==> config.mk <==
export PLATFORM = sky130hd
export DESIGN_NAME = exact_mult_slot_arbiter
export DESIGN_NICKNAME = d
export VERILOG_FILES = /design/src/rtl/exact_mult_slot_arbiter.sv
export SDC_FILE = /design/constraint.sdc
export NUM_CORES = 1
export LEC_CHECK = 0
export CAP_MARGIN = 10
export CORE_MARGIN = 1.5
export CORE_UTILIZATION = 54
export DETAILED_ROUTE_END_ITERATION = 8
export PLACE_DENSITY = 0.93
export RECOVER_POWER = 50
export SYNTH_ARGS = -nofsm -noshare
export SYNTH_HDL_FRONTEND = slang
export SYNTH_SLANG_ARGS = --single-unit
export TNS_END_PERCENT = 30
==> constraint.sdc <==
create_clock -name clk -period 15.4 [get_ports clk]
set_input_delay 4.62 -clock clk [delete_from_list [all_inputs] [get_ports clk]]
set_output_delay 4.62 -clock clk [all_outputs]
set_load 0.1 [all_outputs]
==> src/rtl/exact_mult_slot_arbiter.sv <==
`default_nettype none
// ============================================================================
// Module      : exact_mult_slot_arbiter
// Description : Shares one exact signed HALF x HALF multiplier among NUM_REQ
//               approximate-multiplier PEs. It supports two grant modes:
//               fixed TDM slots, or work-conserving round-robin. It also
//               generates the legacy slot count and returns a registered,
//               tagged product one cycle after each grant.
//
// Ports       : clk          PE fast clock
//               rst_n        asynchronous active-low reset
//               enable       1 = advance slots / issue grants, 0 = freeze
//               mode         0 = fixed TDM, 1 = round-robin
//               req          per-PE level request
//               op_a, op_b   packed signed HALF-bit operands, PE k at [k*HALF +: HALF]
//               gnt          one-hot (or zero) grant, combinational
//               rsp_valid    one-cycle product-valid pulse
//               rsp_id       index of the PE owning rsp_product
//               rsp_product  signed DATA_WIDTH-bit product
//               stall_cnt    (EXACT_MULT_STATS_EN only) saturating count of
//                            enabled cycles with a pending request but no grant
//               slot_count   legacy usage-counter encoding
//
// Options     : `define EXACT_MULT_STATS_EN to add the stall_cnt output.
// Revision    : 1.0 - initial release
// ============================================================================
module exact_mult_slot_arbiter #(
    parameter int DATA_WIDTH = 8,
    parameter int NUM_REQ    = 3
) (
    input  logic                              clk,
    input  logic                              rst_n,
    input  logic                              enable,
    input  logic                              mode,
    input  logic [NUM_REQ-1:0]                req,
    input  logic [NUM_REQ*(DATA_WIDTH/2)-1:0] op_a,
    input  logic [NUM_REQ*(DATA_WIDTH/2)-1:0] op_b,
    output logic [NUM_REQ-1:0]                gnt,
    output logic                              rsp_valid,
    output logic [1:0]                        rsp_id,
    output logic [DATA_WIDTH-1:0]             rsp_product,
`ifdef EXACT_MULT_STATS_EN
    output logic [15:0]                       stall_cnt,
`endif
    output logic [1:0]                        slot_count
);

    localparam int         c_half    = DATA_WIDTH / 2;
    localparam logic [1:0] c_num_req = 2'(NUM_REQ);

    logic [1:0]                   r_slot_count;
    logic [1:0]                   r_rr_ptr;
    logic                         r_rsp_valid;
    logic [1:0]                   r_rsp_id;
    logic [DATA_WIDTH-1:0]        r_rsp_product;

    logic [NUM_REQ-1:0]           w_gnt;
    logic [1:0]                   w_gnt_id;
    logic                         w_found;
    logic [c_half-1:0]            w_a;
    logic [c_half-1:0]            w_b;
    logic signed [DATA_WIDTH-1:0] w_a_ext;
    logic signed [DATA_WIDTH-1:0] w_b_ext;
    logic signed [DATA_WIDTH-1:0] w_prod;

    // Cyclic index wrap for values in 0 .. 2*NUM_REQ-1.
    function automatic int f_wrap(input int v);
        return (v >= NUM_REQ) ? v - NUM_REQ : v;
    endfunction

    // Grant selection. In TDM the owner is slot_count-1 (no owner in slot 0).
    // In round-robin the search starts at rr_ptr and wraps around.
    always_comb begin
        w_gnt    = '0;
        w_gnt_id = '0;
        w_found  = 1'b0;
        if (enable) begin
            if (!mode) begin
                for (int k = 0; k < NUM_REQ; k++) begin
                    if (r_slot_count == 2'(k + 1)) begin
                        w_gnt[k] = req[k];
                        w_gnt_id = 2'(k);
                    end
                end
            end else begin
                for (int i = 0; i < NUM_REQ; i++) begin
                    if (!w_found && req[f_wrap(int'(r_rr_ptr) + i)]) begin
                        w_found                             = 1'b1;
                        w_gnt[f_wrap(int'(r_rr_ptr) + i)]   = 1'b1;
                        w_gnt_id                            = 2'(f_wrap(int'(r_rr_ptr) + i));
                    end
                end
            end
        end
    end

    // Operand mux for the granted PE.
    always_comb begin
        w_a = '0;
        w_b = '0;
        for (int k = 0; k < NUM_REQ; k++) begin
            if (w_gnt_id == 2'(k)) begin
                w_a = op_a[k*c_half +: c_half];
                w_b = op_b[k*c_half +: c_half];
            end
        end
    end

    // Sign-extend to full width first so the product cannot overflow.
    assign w_a_ext = {{(DATA_WIDTH - c_half){w_a[c_half-1]}}, w_a};
    assign w_b_ext = {{(DATA_WIDTH - c_half){w_b[c_half-1]}}, w_b};
    assign w_prod  = w_a_ext * w_b_ext;

    always_ff @(posedge clk or negedge rst_n) begin
        if (!rst_n) begin
            r_slot_count  <= '0;
            r_rr_ptr      <= '0;
            r_rsp_valid   <= 1'b0;
            r_rsp_id      <= '0;
            r_rsp_product <= '0;
        end else begin
            // Slot 0 is only seen after reset; afterwards cycle 1..NUM_REQ.
            if (enable) begin
                if (r_slot_count == c_num_req) begin
                    r_slot_count <= 2'd1;
                end else begin
                    r_slot_count <= r_slot_count + 2'd1;
                end
            end

            if (enable && mode && (|w_gnt)) begin
                r_rr_ptr <= 2'(f_wrap(int'(w_gnt_id) + 1));
            end

            // Pipeline drains regardless of enable; gnt is already 0 when frozen.
            r_rsp_valid <= |w_gnt;
            if (|w_gnt) begin
                r_rsp_id      <= w_gnt_id;
                r_rsp_product <= w_prod;
            end
        end
    end

`ifdef EXACT_MULT_STATS_EN
    logic [15:0] r_stall_cnt;

    always_ff @(posedge clk or negedge rst_n) begin
        if (!rst_n) begin
            r_stall_cnt <= '0;
        end else if (enable && (|req) && !(|w_gnt) && (r_stall_cnt != 16'hFFFF)) begin
            r_stall_cnt <= r_stall_cnt + 16'd1;
        end
    end

    assign stall_cnt = r_stall_cnt;
`endif

    assign gnt         = w_gnt;
    assign rsp_valid   = r_rsp_valid;
    assign rsp_id      = r_rsp_id;
    assign rsp_product = r_rsp_product;
    assign slot_count  = r_slot_count;

endmodule
`default_nettype wire

## Yosys cells after proc, flatten, opt, wreduce, memory -nomap -nowiden

Cells that the tools add are included.

| operators by class | value |
|---|---|
| $add $sub $neg | 8 |
| multipliers | 1 |
| $lt $le $gt $ge | 10 |
| equality and inequality tests | 5 |
| multiplexer cells | 51 |
| bitwise operators | 2 |
| reduce and logical (&&, ||, !) cells | 11 |

Operator list:

| cell | number |
|---|---|
| $ge 32x1->1 const B | 3 |
| $lt 32x4->1 const B | 3 |
| $mux 32 | 3 |
| $mux 3 | 9 |
| $mux 4 | 6 |
| $mux 1 | 19 |
| $mux 2 | 8 |
| $ge 3x2->1 const B | 3 |
| $mul 4x4->8 | 1 |
| $sub 3x2->4 const B | 2 |
| $logic_and 1x1->1 | 7 |
| $add 2x1->3 const B | 2 |
| $bmux 1 s2 | 3 |
| $demux 1 s2 | 3 |
| $eq 2x2->1 const B | 3 |
| $or 3x3->3 | 2 |
| $eq 2x1->1 const B | 2 |
| $add 2x2->3 const B | 1 |
| $reduce_or 3->1 | 1 |
| $sub 2x2->3 const B | 1 |
| $add 2x1->2 const B | 1 |
| $ge 2x2->1 const B | 1 |
| $logic_not 1->1 | 2 |
| $logic_not 2->1 | 1 |
| $sub 2x2->2 const B | 1 |

| storage, ports and cells | value |
|---|---|
| register bits | 15 |
| input bits | 31 |
| output and inout port bits | 16 |
| logic and storage cells | 93 |

## Longest topological paths before layout

Gate-level depths: netlist of the first run.

| logic depth | value |
|---|---|
| depth after elaboration | 23 |
| gate-level depth with buffers | 29 |
| gate-level depth less buffers | 27 |

## Worst setup path before layout of the first run

Ideal clock, no wire load.

| timing | value |
|---|---|
| kind | in2out |
| start | input port req[1] |
| end | output port gnt[2] |
| arrival time | 6,753 ps |
| required time | 10,780 ps |
| path slack | 4,027 ps |
| stages | 5 |
| buffers on the path | 1 |
| path through | buf_6 > nand2b_1 > o41ai_1 > a31oi_1 > a211oi_2 |

| between the ends | value |
|---|---|
| cells in the longest elaborated chain, start to end | 16 |
| elaborated cells between the ends (all ways) | 30 |
| classes of those cells | mux: 24; bitwise: 2; reduce/logical: 4 |

Ends and longest elaborated chain:

| element | RTL line | source |
|---|---|---|
| start, declared | 35 | `input logic [NUM_REQ-1:0] req,` |
| $bmux 1 s2 | 87 | `if (!w_found && req[f_wrap(int'(r_rr_ptr) + i)]) begin` |
| $mux 1 (not written as such) (2 in a row) | 87 |  |
| $mux 1 | 87 |  |
| $mux 1 | 78 | `if (!mode) begin` |
| $mux 1 | 77 | `if (enable) begin` |
| $logic_not 1->1 | 87 |  |
| $logic_and 1x1->1 | 87 |  |
| $mux 1 | 87 |  |
| $mux 1 | 78 |  |
| $mux 1 | 77 |  |
| $logic_not 1->1 | 87 |  |
| $logic_and 1x1->1 | 87 |  |
| $mux 3 * | 87 |  |
| $mux 3 * | 78 |  |
| $mux 3 * | 77 |  |
| end, declared | 38 | `output logic [NUM_REQ-1:0] gnt,` |

Every way passes the cells marked *; elsewhere a longest branch is shown, timed or not. The select of a mux whose other input is x is not followed.

## Worst setup path in the final report of the first run

| timing | value |
|---|---|
| start | input port req[2] |
| end | output port gnt[2] |

| between the ends | value |
|---|---|
| cells in the longest elaborated chain, start to end | 16 |
| elaborated cells between the ends (all ways) | 31 |
| classes of those cells | mux: 25; bitwise: 2; reduce/logical: 4 |

Ends and longest elaborated chain:

| element | RTL line |
|---|---|
| $bmux 1 s2 | 87 |
| $mux 1 (not written as such) (2 in a row) | 87 |
| $mux 1 | 87 |
| $mux 1 | 78 |
| $mux 1 | 77 |
| $logic_not 1->1 | 87 |
| $logic_and 1x1->1 | 87 |
| $mux 1 | 87 |
| $mux 1 | 78 |
| $mux 1 | 77 |
| $logic_not 1->1 | 87 |
| $logic_and 1x1->1 | 87 |
| $mux 3 | 87 |
| $mux 3 * | 78 |
| $mux 3 * | 77 |

Marked as above.

==> results.md, run 1 <==
* Drt pass-1 iters at 7
* Critical path peak fanout at 10
* Die Span X at 61.96 um
* Final net count at 290
* Synth top cells by count: inv_1, ha_1, dfrtp_1
* Clk slew on worst S/H paths at 0.09 ns
* # resized after CTS at 0
* Synth top area cells: dfrtp_1, ha_1, fa_1, mux2_4, inv_1
* Final Hold Vio Count at 0
* Post-route setup slack at 3.236 ns
* Fraction of registers with async set/reset at 1.000
* Routed vias at 1,533
* RSZ-0062 raised after global routing: no
* Clk sinks at 15
* Ant. Diodes at 0
* # rows at 21
* GRT Util Overall at 0.2208
* Clock root cell: clkbuf_4
* Hold_ws at 0.5038 ns
* Cell Chain, Critical Path: clkdlybuf4s50_1 > inv_1 > o41ai_1 > a31oi_1 > a211oi_2 > clkdlybuf4s50_1
* Num ports at 47
* Final Instance Area at 2341 sq um
* Placer congestion estimate at 0.9171
* CP Data Required Time at 10.78 ns
* DR vias/cell at around 5.6
* Final setup fails at 0
* CTS tree: done
* Core Area at between 3000 and 4000 sq um
* Post-synth EDFFs at 0
* Clk buf depth at 2
* Post-DP HPWL at 3279 um
* Clock skew at 0.0008621 ns
* Most common cell in the synthesized netlist: inv_1
* DR WL/cell at 14.34 um
* Final critical-path required period at 12.16 ns
* Avg Synthesized Cell Area at 10.04 sq um
* Cell taking the most area after synthesis: dfrtp_1
* Share of layout cells above drive strength 1 at 0.1189
* Crit start category: input port
* Die Ht at 61.96 um
* Final WL at 3914 um
* Antenna violations before repair at 0
* Max Cap Viol at 0
* Netlist cell types at between 40 and 50
* Relative slew slack at 0.2423
* DP Area at 2313 sq um
* Outcome: finished, final reports clean
* GRT overflow at 0
* Synthesized flop and latch total at 15
* Die ar. at around 3800 sq um
* Worst Path Arrival at 7.54 ns
* Net count after synthesis at 249
* Cell count after synthesis at 187
* Predominant post-synthesis flop cell: dfrtp_1
* First-pass GRT wire length at 6285 um
* Post-route antenna net violation count at 0
* Worst setup EP type: output pin
* Area Overhead vs Synth at 24.73%
* Syn. warnings at 0
* Slew at the pin with the worst max-slew slack at 1.130 ns
* Num CTS Buffers at 3
* Post-route clock period utilization at 0.7899
* Detailed Route Iter0 Violations at 149
* Sequential element share of the synthesized area at 0.2000
* Mapped Area at 1877 sq um
* Yosys top cell area share at 0.2000
* Max stage delay on crit path at 1.20 ns
* Vias in the first global route at 1,383
* Setup Fix Bufs, Post-CTS at 0
* FMAX at 0.08221 GHz
* Initial Util at 0.5624
* Worst hold path class: flip-flop to flip-flop
* H-tree levels at 1
* Filler instances at 263
* Hold buffer count at cts at 0
* Setup TNS at 0 ns
* Setup WS pre-CTS at around 3.2 ns
* Port bufs at between 40 and 50
* DRC at 0
* Critical path's most frequent cell: clkdlybuf4s50_1
* Slowest cell on crit path: clkdlybuf4s50_1
* Worst setup path class: input port to output pin
* Clock latency on the worst-skew pair at approximately 0.28 ns
* Largest net degree at the start of global routing at 16
* Max-slew violation count at 0
[kinds of logic after synthesis]
family,count (synthesis),synth area share
and+or+nand+nor,40,0.1347
xor gates and xnor gates,7,0.03267
AOI/OAI and AO/OA,46,0.1873
DFF,15,0.2000
adders and majority gates,31,0.2467
muxes,16,0.1113
buffers and inverters,32,0.08733
[layout make-up]
class                   instances  area [sq um]  share of cell area
clock buffers                   3         22.52            0.009621
clock inverters                 1         5.005            0.002138
inverters                      22         82.58             0.03528
multi-input cells             140          1338              0.5713
flip-flops and latches         15         375.4              0.1603
well taps                      46         57.56             0.02459
repair buffers                 46         460.4              0.1967
[cell usage in the layout, fill, tap and decap left out, drive strengths merged, types with 5 or more instances in the layout]
cell type      instances
dlygate4sd3            8
a21oi                 13
nor2b                  5
nor2                  14
ha                    21
dfrtp                 15
fa                    10
o21ai                  9
clkdlybuf4s50         38
mux2                  12
inv                   22
xnor2                  6
[stage by stage]
stage                     utilization  instances
final                          0.7015        273
after global routing           0.7015        273
after CTS                      0.7015        273
after detailed placement       0.6933        269
after global placement         0.6933        269
after floorplan                     -        187
[worst paths after layout]
check	from	endpoint	slack, ns	cells after the start
worst min-delay path	rsp_product[6]	rsp_product[6]	0.50	1
max in group asynchronous	rst_n	rsp_id[1]	10.17	1
worst max register to register	r_rr_ptr[0]	rsp_product[7]	8.67	25
worst max-delay path	req[2]	gnt[2]	3.24	6
min in group asynchronous	rst_n	rsp_product[6]	4.81	1
worst min register to register	rsp_product[6]	rsp_product[6]	0.50	1
[flip-flops by register name, indices dropped and copies added (netlist names)]
| register | cells |
|---|---|
| rsp_product | 8 |
| slot_count | 2 |
| r_rr_ptr | 2 |
| rsp_id | 2 |
| rsp_valid | 1 |
[layer usage]
metal,track usage,vias to the layer above,share of wire
met1,0.3085,748,0.43
li1,-,738,-
met5,0,-,0
met4,0.05775,0,0.013
met2,0.3408,41,0.50
met3,0.05797,6,0.057
[critical path: cells and delay by family]
kind	cells	cell delay, ns
buf+inv	3	2.00
compound gates	3	0.93
Power of run 1 is not shown: default switching activity piles up to over one toggle a cycle in this logic, so the estimate is an artifact.
==> run 2: changes to the inputs <==
CORE_UTILIZATION = 45   (was 54)
PLACE_DENSITY = 0.83   (was 0.93)
clock period = 10.9 ns   (was 15.4 ns; I/O delays follow)
==> run 2 against run 1 <==
  * Core utilization decreased by 11 points
  * Register-to-register slack got worse by 4.4 ns
  * Via count down 0.72%
  * Clock skew increased by 0.0023 ns
  * Critical path depth unchanged
  * Worst setup slack lost 1.8 ns
  * Cell area rose by 0.96%
  * Final cell count grew 1.5%
  * Critical path type unchanged
==> results.md, run 2 (synthesized netlist as in run 1, its figures left out) <==
* Outcome: finished, final reports clean (unchanged)
* # resized after CTS at 0 (unchanged)
* Worst setup path class: input port to output pin (unchanged)
* Share of layout cells above drive strength 1 at 0.1145 (was 0.1189)
* Final net count at 290 (unchanged)
* Num ports at 47 (unchanged)
* Slew at the pin with the worst max-slew slack at 1.107 ns (was 1.130 ns)
* # rows at 23 (was 21)
* Relative slew slack at 0.2580 (was 0.2423)
* Post-Place Cells at 273 (was 269)
* Ant. Diodes at 0 (unchanged)
* Post-route antenna net violation count at 0 (unchanged)
* Post-DP HPWL at 3304 um (was 3279 um)
* Largest net degree at the start of global routing at 16 (unchanged)
* RSZ-0062 raised after global routing: no (unchanged)
* GRT overflow at 0 (unchanged)
* Worst Path Arrival at 6.21 ns (was 7.54 ns)
* Cell Chain, Critical Path: clkdlybuf4s50_1 > inv_1 > o41ai_1 > a31oi_1 > a211oi_2 > clkdlybuf4s50_1 (unchanged)
* Initial Util at 0.4692 (was 0.5624)
* Post-route clock period utilization at 0.8698
* First-pass GRT wire length at 6555 um (was 6285 um)
* Area Overhead vs Synth at 25.93% (was 24.73%)
* Crit start category: input port (unchanged)
* Worst setup EP type: output pin (unchanged)
* Slowest cell on crit path: clkdlybuf4s50_1 (unchanged)
* Final critical-path required period at 9.481 ns
* Setup TNS at 0 ns (unchanged)
* Placer congestion estimate at 0.8468 (was 0.9171)
* H-tree levels at 1 (unchanged)
* Clk slew on worst S/H paths at 0.06 ns (was 0.09 ns)
* Die Span X at 67.58 um (was 61.96 um)
* DR WL/cell at 14.32 um (was 14.34 um)
* Most frequent cells in the layout: clkdlybuf4s50_1, inv_1, ha_1 (unchanged)
* Final Hold Vio Count at 0 (unchanged)
* Worst hold path class: flip-flop to flip-flop (unchanged)
* Setup Fix Bufs, Post-CTS at 0 (unchanged)
* Die ar. at 4567 sq um (was 3838 sq um)
* Cell family with most CP delay: buffers and inverters (unchanged)
* CP bufs+invs at 3 (unchanged)
* FMAX at 0.1055 GHz
* Routed vias at 1,522 (was 1,533)
* GRT Util Overall at 0.1880 (was 0.2208)
* Clock root cell: clkbuf_8 (was clkbuf_4)
* Layout Cells excl Fill at 277 (was 273)
* Hold buffer count at cts at 0 (unchanged)
* Clk sinks at 15 (unchanged)
* Die Ht at 67.58 um (was 61.96 um)
* Port bufs at 46 (unchanged)
* Max-slew violation count at 0 (unchanged)
* Detailed Route Iter0 Violations at 111 (was 149)
* Drt pass-1 iters at 4 (was 7)
* Max stage delay on crit path at 1.20 ns (about the same)
* DRC at 0 (unchanged)
* Clk buf depth at 2 (unchanged)
* Vias in the first global route at 1,465 (was 1,383)
* Num CTS Buffers at 3 (unchanged)
* Max Cap Viol at 0 (unchanged)
* Commonest non-fill, non-tap cell in the layout: clkdlybuf4s50_1 (unchanged)
* CTS tree: done (unchanged)
* Antenna violations before repair at 0 (unchanged)
* Final WL at 3966 um (was 3914 um)
* Clock latency on the worst-skew pair at 0.25 ns (was 0.28 ns)
* Clock skew at 0.003183 ns (was 0.0008621 ns)
* Max reg flops at 8 (unchanged)
* Critical path's most frequent cell: clkdlybuf4s50_1 (unchanged)
* DR vias/cell at 5.495 (was 5.615)
* Critical path peak fanout at 10 (unchanged)
* Core Area at 4000 sq um (was 3337 sq um)
* CP Data Required Time at 7.63 ns (was 10.78 ns)
* Final setup fails at 0 (unchanged)
run 2: cell count changes in the layout (fill, tap and decap cells not counted), sizes merged:
cell,delta
clkbuf,+1
clkinv,-1
run 2: worst register-to-register path, cell delays in order, from the launching register on:
cell and delay, ns:
dfrtp_1 0.39, inv_1 0.11, ha_1 0.42, mux2_4 0.36, o311ai_4 0.29, nor3_2 0.11
a311o_2 0.40, inv_1 0.09, ha_1 0.36, nor2b_1 0.20, a221o_1 0.35, o21ai_0 0.25
nand2b_1 0.23, fa_1 0.44, fa_1 0.55, fa_1 0.42, inv_1 0.07, ha_1 0.17
inv_1 0.06, fa_1 0.40, inv_1 0.08, a21o_1 0.11, a21oi_1 0.07, xnor2_1 0.19
xnor2_1 0.08, mux2_4 0.26
run 2: through the flow:
stage / cell area (sq um) / setup slack, ns / util / hold WS (ns)
6_report: 2364 / 1.419 / 0.5909 / 0.4903
5_1_grt: 2364 / 1.115 / 0.5909 / 0.5330
4_1_cts: 2364 / 1.440 / 0.5909 / 0.4964
3_5_place_dp: 2318 / 1.373 / 0.5796 / 0.4823
3_3_place_gp: 2318 / 1.476 / 0.5796 / 0.4825
2_1_floorplan: 1877 / 2.227 / - / 0.5173
run 2: path summary, 6_finish.rpt:
path	start	slack, ns	cells past startpoint	to
max in group asynchronous	rst_n	6.97	1	r_rr_ptr[1]
min reg2reg	rsp_product[6]	0.49	1	rsp_product[6]
min in group asynchronous	rst_n	3.50	1	rsp_product[1]
max reg2reg	r_rr_ptr[0]	4.32	25	rsp_product[7]
min	rsp_product[6]	0.49	1	rsp_product[6]
max	req[2]	1.42	6	gnt[2]
run 2: per-layer routing:
metal / GRT usage / vias to the layer above / share of wire
met5: 0 / - / 0
met4: 0.05612 / 0 / 0.014
met3: 0.03000 / 7 / 0.031
met2: 0.3235 / 30 / 0.53
met1: 0.2407 / 752 / 0.42
li1: - / 733 / -
run 2: layout make-up:
cell class,instances,area [sq um]
clock buffers,4,45.04
inverters,22,82.58
repair buffers,46,460.4
flip-flops and latches,15,375.4
well taps,50,62.56
fillers,346,1637
multi-input cells,140,1338
Power of run 2 is left out for the same reason.
==> run 3: changes to the inputs <==
CORE_ASPECT_RATIO = 0.7   (was default)
==> run 3 against run 2 <==
  * Hold slack better by 0.017 ns
  * Final cell count up 0.72%
  * Global-route usage rose by 0.81 points
  * Critical path depth did not move
  * First-iteration DRC count is 27% lower
  * Critical path type unchanged
  * Cell area rose by 0.16%
  * Largest cell class unchanged
  * Clock-buffer cell count is 1 lower
  * Register-to-register slack improved by 0.03 ns
==> results.md, run 3 (synthesized netlist as in run 1, its figures left out) <==
* Outcome: finished, final reports clean (unchanged)
* Setup TNS at 0 ns (unchanged)
* Clk buf depth at 2 (unchanged)
* Critical path peak fanout at 10 (unchanged)
* Worst hold path endpoint: rsp_product[6] (unchanged)
* # rows at 19 (was 23)
* Num ports at 47 (unchanged)
* Relative slew slack at 0.2311 (was 0.2580)
* Worst setup path class: input port to output pin (unchanged)
* Commonest non-fill, non-tap cell in the layout: clkdlybuf4s50_1 (unchanged)
* Setup Fix Bufs, Post-CTS at 0 (unchanged)
* Most frequent cells in the layout: clkdlybuf4s50_1, inv_1, ha_1 (unchanged)
* Worst Path Arrival at 6.22 ns (was 6.21 ns)
* Drt pass-1 iters at 4 (unchanged)
* R2r setup slk at 4.35 ns (was 4.32 ns)
* R2r startpoint: r_rr_ptr[0] (unchanged)
* Final WL at 4094 um (was 3966 um)
* Critical path's most frequent cell: clkdlybuf4s50_1 (unchanged)
* Antenna violations before repair at 0 (unchanged)
* # resized after CTS at 0 (unchanged)
* Crit start category: input port (unchanged)
* Cell family with most CP delay: buffers and inverters (unchanged)
* Area Overhead vs Synth at 26.13% (was 25.93%)
* Max reg flops at 8 (unchanged)
* First-pass GRT wire length at 6955 um (was 6555 um)
* DRC at 0 (unchanged)
* Cell Chain, Critical Path: clkdlybuf4s50_1 > inv_1 > o41ai_1 > a31oi_1 > a211oi_2 > clkdlybuf4s50_1 (unchanged)
* Die Span X at 80.19 um (was 67.58 um)
* Final Hold Vio Count at 0 (unchanged)
* Worst hold path class: flip-flop to flip-flop (unchanged)
* FMAX at 0.1054 GHz (was 0.1055 GHz)
* Placer congestion estimate at 0.8237 (was 0.8468)
* Max Cap Viol at 0 (unchanged)
* GRT overflow at 0 (unchanged)
* Largest net degree at the start of global routing at 16 (unchanged)
* Vias in the first global route at 1,485 (was 1,465)
* Hold buffer count at cts at 0 (unchanged)
* Worst setup EP type: output pin (unchanged)
* Critical R2R Capture: rsp_product[7] (unchanged)
* Final critical-path required period at 9.488 ns (was 9.481 ns)
* Port bufs at 46 (unchanged)
* H-tree levels at 1 (unchanged)
* DR WL/cell at 14.67 um (was 14.32 um)
* Final setup fails at 0 (unchanged)
* CP bufs+invs at 3 (unchanged)
* Max stage delay on crit path at 1.21 ns (was 1.20 ns)
* CTS tree: done (unchanged)
* RSZ-0062 raised after global routing: no (unchanged)
* Final net count at 290 (unchanged)
* Slew at the pin with the worst max-slew slack at 1.147 ns (was 1.107 ns)
* Ant. Diodes at 0 (unchanged)
* Routed vias at 1,499 (was 1,522)
* Initial Util at 0.4727 (was 0.4692)
* Filler instances at 338 (was 346)
* Clock latency on the worst-skew pair at 0.25 ns (about the same)
* Num CTS Buffers at 3 (unchanged)
* Core Area at 3970 sq um (was 4000 sq um)
* Die Ht at 57.03 um (was 67.58 um)
* Clock root cell: clkbuf_8 (unchanged)
* Post-route clock period utilization at 0.8705 (was 0.8698)
* Max-slew violation count at 0 (unchanged)
* Die ar. at 4573 sq um (was 4567 sq um)
* Clk sinks at 15 (unchanged)
* GRT Util Overall at 0.1961 (was 0.1880)
* Slowest cell on crit path: clkdlybuf4s50_1 (unchanged)
* Hold_sp: rsp_product[6] (unchanged)
* CP Data Required Time at 7.63 ns (about the same)
* Share of layout cells above drive strength 1 at 0.1189 (was 0.1145)
* Worst Reg-to-Reg Cells at 25 (unchanged)
* Detailed Route Iter0 Violations at 81 (was 111)
* Post-DP HPWL at 3437 um (was 3304 um)
* Clk slew on worst S/H paths at 0.06 ns (about the same)
* DR vias/cell at 5.373 (was 5.495)
* Clock skew at 0.001445 ns (was 0.003183 ns)
* Post-route antenna net violation count at 0 (unchanged)
* WHS Path Cells at 1 (unchanged)
[run 3: cell type report]
type | instances | area [sq um] | share of cell area
Inverter | 22 | 82.58 | 0.03488
Timing Repair Buffer | 46 | 460.4 | 0.1945
Tap cell | 52 | 65.06 | 0.02748
Clock buffer | 3 | 41.29 | 0.01744
Multi-Input combinational cell | 140 | 1338 | 0.5650
Sequential cell | 15 | 375.4 | 0.1586
Clock inverter | 1 | 5.005 | 0.002114
[run 3: how the worst max path moves through the flow]
stage / startpoint / end / cells after the start
6_report: req[2] / gnt[2] / 6
5_1_grt: req[2] / rsp_product[7] / 24
4_1_cts: req[2] / gnt[2] / 6
3_5_place_dp: req[2] / rsp_product[7] / 24
3_3_place_gp: req[1] / gnt[2] / 6
2_1_floorplan: req[1] / gnt[2] / 5
[run 3: per-stage QoR]
step | area [sq um] | std cells | util | hold slack [ns] | worst slack [ns]
after floorplan | 1877 | 187 | - | 0.5173 | 2.227
after global placement | 2321 | 275 | 0.5846 | 0.4741 | 1.446
after detailed placement | 2321 | 275 | 0.5846 | 0.4968 | 1.254
after CTS | 2367 | 279 | 0.5963 | 0.5161 | 1.417
after global routing | 2367 | 279 | 0.5963 | 0.5265 | 1.088
final | 2367 | 279 | 0.5963 | 0.5069 | 1.412
[run 3: metal layers]
| metal | wire (um) | vias to the layer above | global-route usage |
|---|---|---|---|
| met5 | 0 | - | 0 |
| met2 | 1766 | 51 | 0.3073 |
| met3 | 248 | 2 | 0.03520 |
| li1 | - | 730 | - |
| met4 | 13 | 0 | 0.02217 |
| met1 | 2066 | 716 | 0.2926 |
Power of run 3 is left out for the same reason.
